### src/rtl/alu_pkg.sv
// Shared ALU control encodings and RV32 decode constants for the
// multi-cycle ALU issue path.
package alu_pkg;

    localparam int unsigned XLEN = 32;

    typedef enum logic [3:0] {
        ALU_AND = 4'd0,
        ALU_OR  = 4'd1,
        ALU_ADD = 4'd2,
        ALU_SUB = 4'd6,
        ALU_SLT = 4'd7,
        ALU_NOR = 4'd12
    } alu_ctl_t;

    localparam logic [6:0] OP_R      = 7'b0110011;
    localparam logic [6:0] OP_I      = 7'b0010011;
    localparam logic [6:0] OP_LOAD   = 7'b0000011;
    localparam logic [6:0] OP_STORE  = 7'b0100011;
    localparam logic [6:0] OP_BRANCH = 7'b1100011;

    localparam logic [2:0] F3_ADD_SUB = 3'b000;
    localparam logic [2:0] F3_SLT     = 3'b010;
    localparam logic [2:0] F3_OR      = 3'b110;
    localparam logic [2:0] F3_AND     = 3'b111;
    localparam logic [2:0] F3_BEQ     = 3'b000;
    localparam logic [2:0] F3_BNE     = 3'b001;

endpackage

### src/rtl/alu_op_sequencer_if.sv
// Request and result handshake bundle between decode and the ALU sequencer.
interface alu_op_sequencer_if;

    logic                      in_valid;
    logic                      in_ready;
    logic [alu_pkg::XLEN-1:0]  instr;
    logic [alu_pkg::XLEN-1:0]  rs1_val;
    logic [alu_pkg::XLEN-1:0]  rs2_val;
    logic [alu_pkg::XLEN-1:0]  imm;
    logic                      res_valid;
    logic                      res_ready;
    logic [alu_pkg::XLEN-1:0]  res_data;
    logic                      res_taken;
    logic                      res_illegal;

    modport master (
        output in_valid, instr, rs1_val, rs2_val, imm, res_ready,
        input  in_ready, res_valid, res_data, res_taken, res_illegal
    );

    modport slave (
        input  in_valid, instr, rs1_val, rs2_val, imm, res_ready,
        output in_ready, res_valid, res_data, res_taken, res_illegal
    );

endinterface

### src/rtl/alu_op_decode.sv
// Combinational translation of opcode/funct3/funct7[5] into ALU control,
// operand-B select and branch qualifiers.
module alu_op_decode
    import alu_pkg::*;
(
    input  logic [XLEN-1:0] instr,
    output alu_ctl_t        alu_ctl,
    output logic            use_imm,
    output logic            is_branch,
    output logic            branch_ne,
    output logic            illegal
);

    logic [6:0] opcode_s;
    logic [2:0] funct3_s;
    logic       instr_unused_s;

    assign opcode_s       = instr[6:0];
    assign funct3_s       = instr[14:12];
    assign instr_unused_s = ^{instr[31], instr[29:15], instr[11:7]};

    // Opcode / funct3 decode table
    always_comb begin
        alu_ctl   = ALU_ADD;
        use_imm   = 1'b0;
        is_branch = 1'b0;
        branch_ne = 1'b0;
        illegal   = 1'b0;
        case (opcode_s)
            OP_R: begin
                case (funct3_s)
                    F3_ADD_SUB: alu_ctl = instr[30] ? ALU_SUB : ALU_ADD;
                    F3_AND:     alu_ctl = ALU_AND;
                    F3_OR:      alu_ctl = ALU_OR;
                    F3_SLT:     alu_ctl = ALU_SLT;
                    default:    illegal = 1'b1;
                endcase
            end
            OP_I: begin
                use_imm = 1'b1;
                case (funct3_s)
                    F3_ADD_SUB: alu_ctl = ALU_ADD;
                    F3_AND:     alu_ctl = ALU_AND;
                    F3_OR:      alu_ctl = ALU_OR;
                    F3_SLT:     alu_ctl = ALU_SLT;
                    default:    illegal = 1'b1;
                endcase
            end
            OP_LOAD, OP_STORE: begin
                use_imm = 1'b1;
                alu_ctl = ALU_ADD;
            end
            OP_BRANCH: begin
                alu_ctl   = ALU_SUB;
                is_branch = 1'b1;
                case (funct3_s)
                    F3_BEQ:  branch_ne = 1'b0;
                    F3_BNE:  branch_ne = 1'b1;
                    default: illegal   = 1'b1;
                endcase
            end
            default: illegal = 1'b1;
        endcase
    end

endmodule

### src/rtl/alu_op_sequencer.sv
// Multi-cycle ALU issue FSM: accept a decoded request, drive the ALU for a
// programmable settle time, capture the result and hold it until accepted.
module alu_op_sequencer
    import alu_pkg::*;
#(
    parameter int unsigned SETTLE_CYCLES = 1
)(
    input  logic                     clk,
    input  logic                     rst_n,
    alu_op_sequencer_if.slave        bus,
    output logic [3:0]               alu_ctl,
    output logic [XLEN-1:0]          alu_a,
    output logic [XLEN-1:0]          alu_b,
    input  logic [XLEN-1:0]          alu_out
);

    localparam logic [1:0] ST_IDLE  = 2'd0;
    localparam logic [1:0] ST_DRIVE = 2'd1;
    localparam logic [1:0] ST_HOLD  = 2'd2;

    localparam logic [3:0] CNT_LOAD = 4'(SETTLE_CYCLES - 1);

    alu_ctl_t         dec_ctl_s;
    logic             dec_use_imm_s;
    logic             dec_is_branch_s;
    logic             dec_branch_ne_s;
    logic             dec_illegal_s;

    logic [1:0]       state_r;
    logic [3:0]       cnt_r;
    alu_ctl_t         alu_ctl_r;
    logic [XLEN-1:0]  alu_a_r;
    logic [XLEN-1:0]  alu_b_r;
    logic             is_branch_r;
    logic             branch_ne_r;
    logic [XLEN-1:0]  res_data_r;
    logic             res_taken_r;
    logic             res_illegal_r;
    logic             in_ready_r;
    logic             res_valid_r;

    alu_op_decode u_decode (
        .instr     (bus.instr),
        .alu_ctl   (dec_ctl_s),
        .use_imm   (dec_use_imm_s),
        .is_branch (dec_is_branch_s),
        .branch_ne (dec_branch_ne_s),
        .illegal   (dec_illegal_s)
    );

    // Issue FSM, settle counter, operand launch and result capture
    always_ff @(posedge clk or negedge rst_n) begin
        if (!rst_n) begin
            state_r       <= ST_IDLE;
            cnt_r         <= 4'd0;
            alu_ctl_r     <= ALU_AND;
            alu_a_r       <= {XLEN{1'b0}};
            alu_b_r       <= {XLEN{1'b0}};
            is_branch_r   <= 1'b0;
            branch_ne_r   <= 1'b0;
            res_data_r    <= {XLEN{1'b0}};
            res_taken_r   <= 1'b0;
            res_illegal_r <= 1'b0;
            in_ready_r    <= 1'b1;
            res_valid_r   <= 1'b0;
        end else begin
            case (state_r)
                ST_IDLE: begin
                    if (bus.in_valid) begin
                        in_ready_r <= 1'b0;
                        if (dec_illegal_s) begin
                            // Illegal ops skip the ALU entirely and report at once
                            state_r       <= ST_HOLD;
                            res_data_r    <= {XLEN{1'b0}};
                            res_taken_r   <= 1'b0;
                            res_illegal_r <= 1'b1;
                            res_valid_r   <= 1'b1;
                        end else begin
                            state_r     <= ST_DRIVE;
                            cnt_r       <= CNT_LOAD;
                            alu_ctl_r   <= dec_ctl_s;
                            alu_a_r     <= bus.rs1_val;
                            alu_b_r     <= dec_use_imm_s ? bus.imm : bus.rs2_val;
                            is_branch_r <= dec_is_branch_s;
                            branch_ne_r <= dec_branch_ne_s;
                        end
                    end else begin
                        in_ready_r <= 1'b1;
                    end
                end
                ST_DRIVE: begin
                    if (cnt_r != 4'd0) begin
                        cnt_r <= cnt_r - 4'd1;
                    end else begin
                        state_r       <= ST_HOLD;
                        res_data_r    <= alu_out;
                        res_taken_r   <= is_branch_r &
                                         (branch_ne_r ? (alu_out != {XLEN{1'b0}})
                                                      : (alu_out == {XLEN{1'b0}}));
                        res_illegal_r <= 1'b0;
                        res_valid_r   <= 1'b1;
                    end
                end
                ST_HOLD: begin
                    if (bus.res_ready) begin
                        state_r     <= ST_IDLE;
                        res_valid_r <= 1'b0;
                        in_ready_r  <= 1'b1;
                    end else begin
                        res_valid_r <= 1'b1;
                    end
                end
                default: begin
                    state_r     <= ST_IDLE;
                    res_valid_r <= 1'b0;
                    in_ready_r  <= 1'b1;
                end
            endcase
        end
    end

    assign alu_ctl         = alu_ctl_r;
    assign alu_a           = alu_a_r;
    assign alu_b           = alu_b_r;
    assign bus.in_ready    = in_ready_r;
    assign bus.res_valid   = res_valid_r;
    assign bus.res_data    = res_data_r;
    assign bus.res_taken   = res_taken_r;
    assign bus.res_illegal = res_illegal_r;

endmodule

### src/flat_wrapper.sv
// flat-port wrapper written by rule: the top's interface ports become plain ports
module alu_op_sequencer_flat import alu_pkg::*;
#(
    parameter int unsigned SETTLE_CYCLES = 1
)
  (clk, rst_n, alu_ctl, alu_a, alu_b, alu_out, bus_in_valid, bus_instr, bus_rs1_val, bus_rs2_val, bus_imm, bus_res_ready, bus_in_ready, bus_res_valid, bus_res_data, bus_res_taken, bus_res_illegal);
  alu_op_sequencer_if bus_i ();
  input  logic clk;
  input  logic rst_n;
  output logic [3:0] alu_ctl;
  output logic [XLEN-1:0] alu_a;
  output logic [XLEN-1:0] alu_b;
  input  logic [XLEN-1:0] alu_out;
  input wire logic [$bits(bus_i.in_valid)-1:0] bus_in_valid;
  input wire logic [$bits(bus_i.instr)-1:0] bus_instr;
  input wire logic [$bits(bus_i.rs1_val)-1:0] bus_rs1_val;
  input wire logic [$bits(bus_i.rs2_val)-1:0] bus_rs2_val;
  input wire logic [$bits(bus_i.imm)-1:0] bus_imm;
  input wire logic [$bits(bus_i.res_ready)-1:0] bus_res_ready;
  output wire logic [$bits(bus_i.in_ready)-1:0] bus_in_ready;
  output wire logic [$bits(bus_i.res_valid)-1:0] bus_res_valid;
  output wire logic [$bits(bus_i.res_data)-1:0] bus_res_data;
  output wire logic [$bits(bus_i.res_taken)-1:0] bus_res_taken;
  output wire logic [$bits(bus_i.res_illegal)-1:0] bus_res_illegal;
  assign bus_i.in_valid = bus_in_valid;
  assign bus_i.instr = bus_instr;
  assign bus_i.rs1_val = bus_rs1_val;
  assign bus_i.rs2_val = bus_rs2_val;
  assign bus_i.imm = bus_imm;
  assign bus_i.res_ready = bus_res_ready;
  assign bus_in_ready = bus_i.in_ready;
  assign bus_res_valid = bus_i.res_valid;
  assign bus_res_data = bus_i.res_data;
  assign bus_res_taken = bus_i.res_taken;
  assign bus_res_illegal = bus_i.res_illegal;
  alu_op_sequencer #(.SETTLE_CYCLES(SETTLE_CYCLES)) u_core (.clk(clk), .rst_n(rst_n), .bus(bus_i), .alu_ctl(alu_ctl), .alu_a(alu_a), .alu_b(alu_b), .alu_out(alu_out));
endmodule
### config.mk
export PLATFORM = sky130hd
export DESIGN_NAME = alu_op_sequencer_flat
export DESIGN_NICKNAME = d
export VERILOG_FILES = /design/src/rtl/alu_pkg.sv /design/src/rtl/alu_op_sequencer_if.sv /design/src/rtl/alu_op_decode.sv /design/src/rtl/alu_op_sequencer.sv /design/src/flat_wrapper.sv
export SDC_FILE = /design/constraint.sdc
export NUM_CORES = 1
export LEC_CHECK = 0
export CAP_MARGIN = 20
export CORE_MARGIN = 1
export CORE_UTILIZATION = 39
export CTS_BUF_LIST = sky130_fd_sc_hd__clkbuf_2 sky130_fd_sc_hd__clkbuf_4 sky130_fd_sc_hd__clkbuf_8
export DETAILED_ROUTE_END_ITERATION = 10
export MAX_ROUTING_LAYER = met4
export PLACE_DENSITY = 0.82
export SLEW_MARGIN = 40
export SYNTH_ARGS = -nofsm -noshare
export SYNTH_HDL_FRONTEND = slang
export SYNTH_SLANG_ARGS = --single-unit
### constraint.sdc
create_clock -name clk -period 2.4 [get_ports clk]
set_input_delay 0.72 -clock clk [delete_from_list [all_inputs] [get_ports clk]]
set_output_delay 0.72 -clock clk [all_outputs]
set_load 0.005 [all_outputs]
==> results.yml <==
grt:
  track_usage_pct: 22.5
  grt_pass1_wl_um: 21200
  grt_pass1_vias: 4207
  grt_max_degree: 53
  grt-ovfl-total: 0
  antenna_found_initial: 0
floorplanning:
  ios: 268
  dieArea_um2: 12500
  initial_core_util_pct: 40.6
  fp.dieH_um: 112
  fp.coreArea_um2: 11600
  die_w_um: 112
  rows: 39
finish:
  postLayoutCellArea_um2: 7690
  final_nets: 807
  drive_gt1_share_pct: 12.7
  syn_to_final_growth_pct: 63.9
  layout_commonest_cell: "clkdlybuf4s50_1"
  layout_common_cells: "244 x clkdlybuf4s50_1, 110 x dfrtp_1, 43 x nand2_1"
  n_antenna_cell: 0
worst_setup_path:
  worstSetupEndpointType: "flop"
  crit_fanout: 52
  rr_worst_depth: 6
  crit_type: "in2reg"
  rrSetupSlack_ns: 0.39
  arrival_ns: 2.60
  worstPathRequired_ns: 2.65
  crit-reg2reg-capture: "u_core.bus.res_data[13]"
  timing.rr.start: "u_core.state_r[1]"
  cp-start-kind: "input port"
drt:
  drtIter0Drc: 156
  wl_per_cell_um: 16.8
  finalWirelength_um: 13200
  vias: 4026
  via_per_inst: 5.10
  drc: 20
  dr.pass1.iters: 8
  ant_nets: 0
yosys:
  syn-cell-area_um2: 4690
  yosysUniqueCellTypes: 41
  synth_seq_cells: 111
  synth_nets: 547
  synth_top_area_share_pct: 58.6
  ys_warn_count: 0
  synth.area.top_cells: "dfrtp_1 59%, mux2i_1 7.0%, mux2_2 6.0%, a22o_1 6.0%, o21ai_0 3.7%"
  ys_seq_area_share_pct: 59.2
  syn_inst: 381
  synth_top_area_cell: "dfrtp_1"
  avgSynthCellArea_um2: 12.3
cts:
  insertion_delay_ns: 0.37
  cts.path.max_buffers: 2
  cts_resized: 0
  cts.htree.levels: 3
  cts_tree: "yes"
  path_clk_slew_ns: 0.11
  numClockSinks: 111
  cts_setup_buffers: 0
  ctsHoldBuffers: 0
  cts_buffers: 9
  ctsRootBufferMaster: "clkbuf_8"
placement:
  dp_hpwl_um: 10400
  placed_cell_area_um2: 7490
  gp_congestion: 0.835
  portBuffers: 245
  dpl_worst_slack_ns: -0.307
status:
  outcome: "finished with violations"
  violations: "DRC"
sta:
  timing.final.crit_share_pct: 98.0
  slew_headroom_pct: 62.2
  period_needed_ns: 2.35
  slew_viol_final: 0
  setup_viol: 0
  setup_ws_ns: 0.0483
  skew_ns: 0.00929
  rsz0062_at_grt: "no"
  tightest_slew_ns: 0.568
  fmax_ghz: 0.425
  hold_violations: 0
power:
  p_per_area_nw_per_um2: 799
  power.leakage_nw: 3.30
  p_total_mw: 6.15
  ir_drop_mv: 0.458
min_path:
  min_path_type: "in2async"
flow_run:
  maxCapViolCount: 0
-- layer usage --
layer	up-vias	GRT usage (%)	part of all wire, %
li1	1898	-	-
met2	189	40.7	52
met5	-	-	0
met4	0	7.21	1.6
met3	15	4.30	7.6
met1	1924	24.8	38
-- registers in the layout, summed over array words and instances, names as in the netlist --
| register | count |
|---|---|
| u_core.bus.res_valid | 1 |
| u_core.bus.res_taken | 1 |
| u_core.bus.in_ready | 1 |
| u_core.alu_b | 32 |
| u_core.bus.res_data | 32 |
| u_core.bus.res_illegal | 1 |
| u_core.alu_ctl | 3 |
| u_core.branch_ne_r | 1 |
| u_core.alu_a | 32 |
| u_core.state_r | 2 |
| u_core.cnt_r | 4 |
| u_core.is_branch_r | 1 |
-- critical path: stages --
cell and delay [ns]:
clkdlybuf4s50_1 0.48, or3b_1 0.42, a21oi_2 0.23, o2111ai_4 0.15, buf_12 0.23, buf_4 0.19, nand2_1 0.06, o21ai_0 0.09
-- logic make-up (layout without fill, tap and decap cells) --
logic type | after synthesis | count (layout) | synth area share (%)
flip-flops | 111 | 111 | 59.2
AO/OA/AOI/OAI | 94 | 94 | 13.8
AND/OR/NAND/NOR | 82 | 82 | 8.05
multiplexers | 66 | 66 | 15.6
buffers and inverters | 24 | 289 | 2.53
adder cells (fa/ha/maj) | 2 | 2 | 0.533
other | 1 | 1 | 0.0799
XOR/XNOR | 1 | 1 | 0.187
-- power by group --
group	internal [mW]	leakage, nW	switching (mW)
sequential	2.37	1.48	0.311
combinational	1.47	1.71	0.839
clock	0.514	0.108	0.647
-- cells in the mapped netlist, drive strengths merged --
cell	number
dfrtp	110
nand2	43
o21ai	39
mux2	33
mux2i	33
a22o	32
nor2	12
buf	11
clkbuf	10
a21oi	9
nor4	8
nand2b	4
nand4	4
nor3	4
o31ai	4
inv	3
a211oi	2
ha	2
o21a	2
a21bo	1
a221o	1
a221oi	1
and3	1
conb	1
dfstp	1
nand3	1
nand4bb	1
nor2b	1
o2111ai	1
o211ai	1
o22a	1
or2	1
or3b	1
or4	1
xnor2	1
-- worst max-delay path by stage --
stage / slack (ns) / cells after the start / startpoint / endpoint
floorplan: 0.21 / 6 / bus_instr[14] / u_core.alu_a[10]
global placement: -0.30 / 6 / bus_instr[5] / u_core.alu_a[15]
detailed placement: -0.31 / 8 / bus_instr[5] / u_core.alu_b[22]
CTS: 0.08 / 8 / bus_instr[5] / u_core.alu_b[22]
global route: 0.0008 / 6 / bus_instr[14] / u_core.alu_b[12]
finish: 0.05 / 8 / bus_instr[14] / u_core.alu_b[22]
-- metrics by stage --
step / instances / util (%) / hold slack (ns) / TNS [ns]
after detailed placement: 773 / 64.7 / 0.473 / -23.62
after global placement: 773 / 64.7 / 0.462 / -24.16
after global routing: 789 / 66.5 / 0.298 / 0
final: 789 / 66.5 / 0.279 / 0
after CTS: 789 / 66.5 / 0.271 / 0
after floorplan: 381 / - / 0.424 / 0
-- area by class of cell --
cell class              count  area [um^2]
fillers                   883         3870
multi-input cells         246         1820
clock inverters             6         75.1
repair buffers            270         2700
inverters                   3         11.3
flip-flops and latches    111         2780
clock buffers              10          131
well taps                 143          179
(Power assumes the default switching activity.)
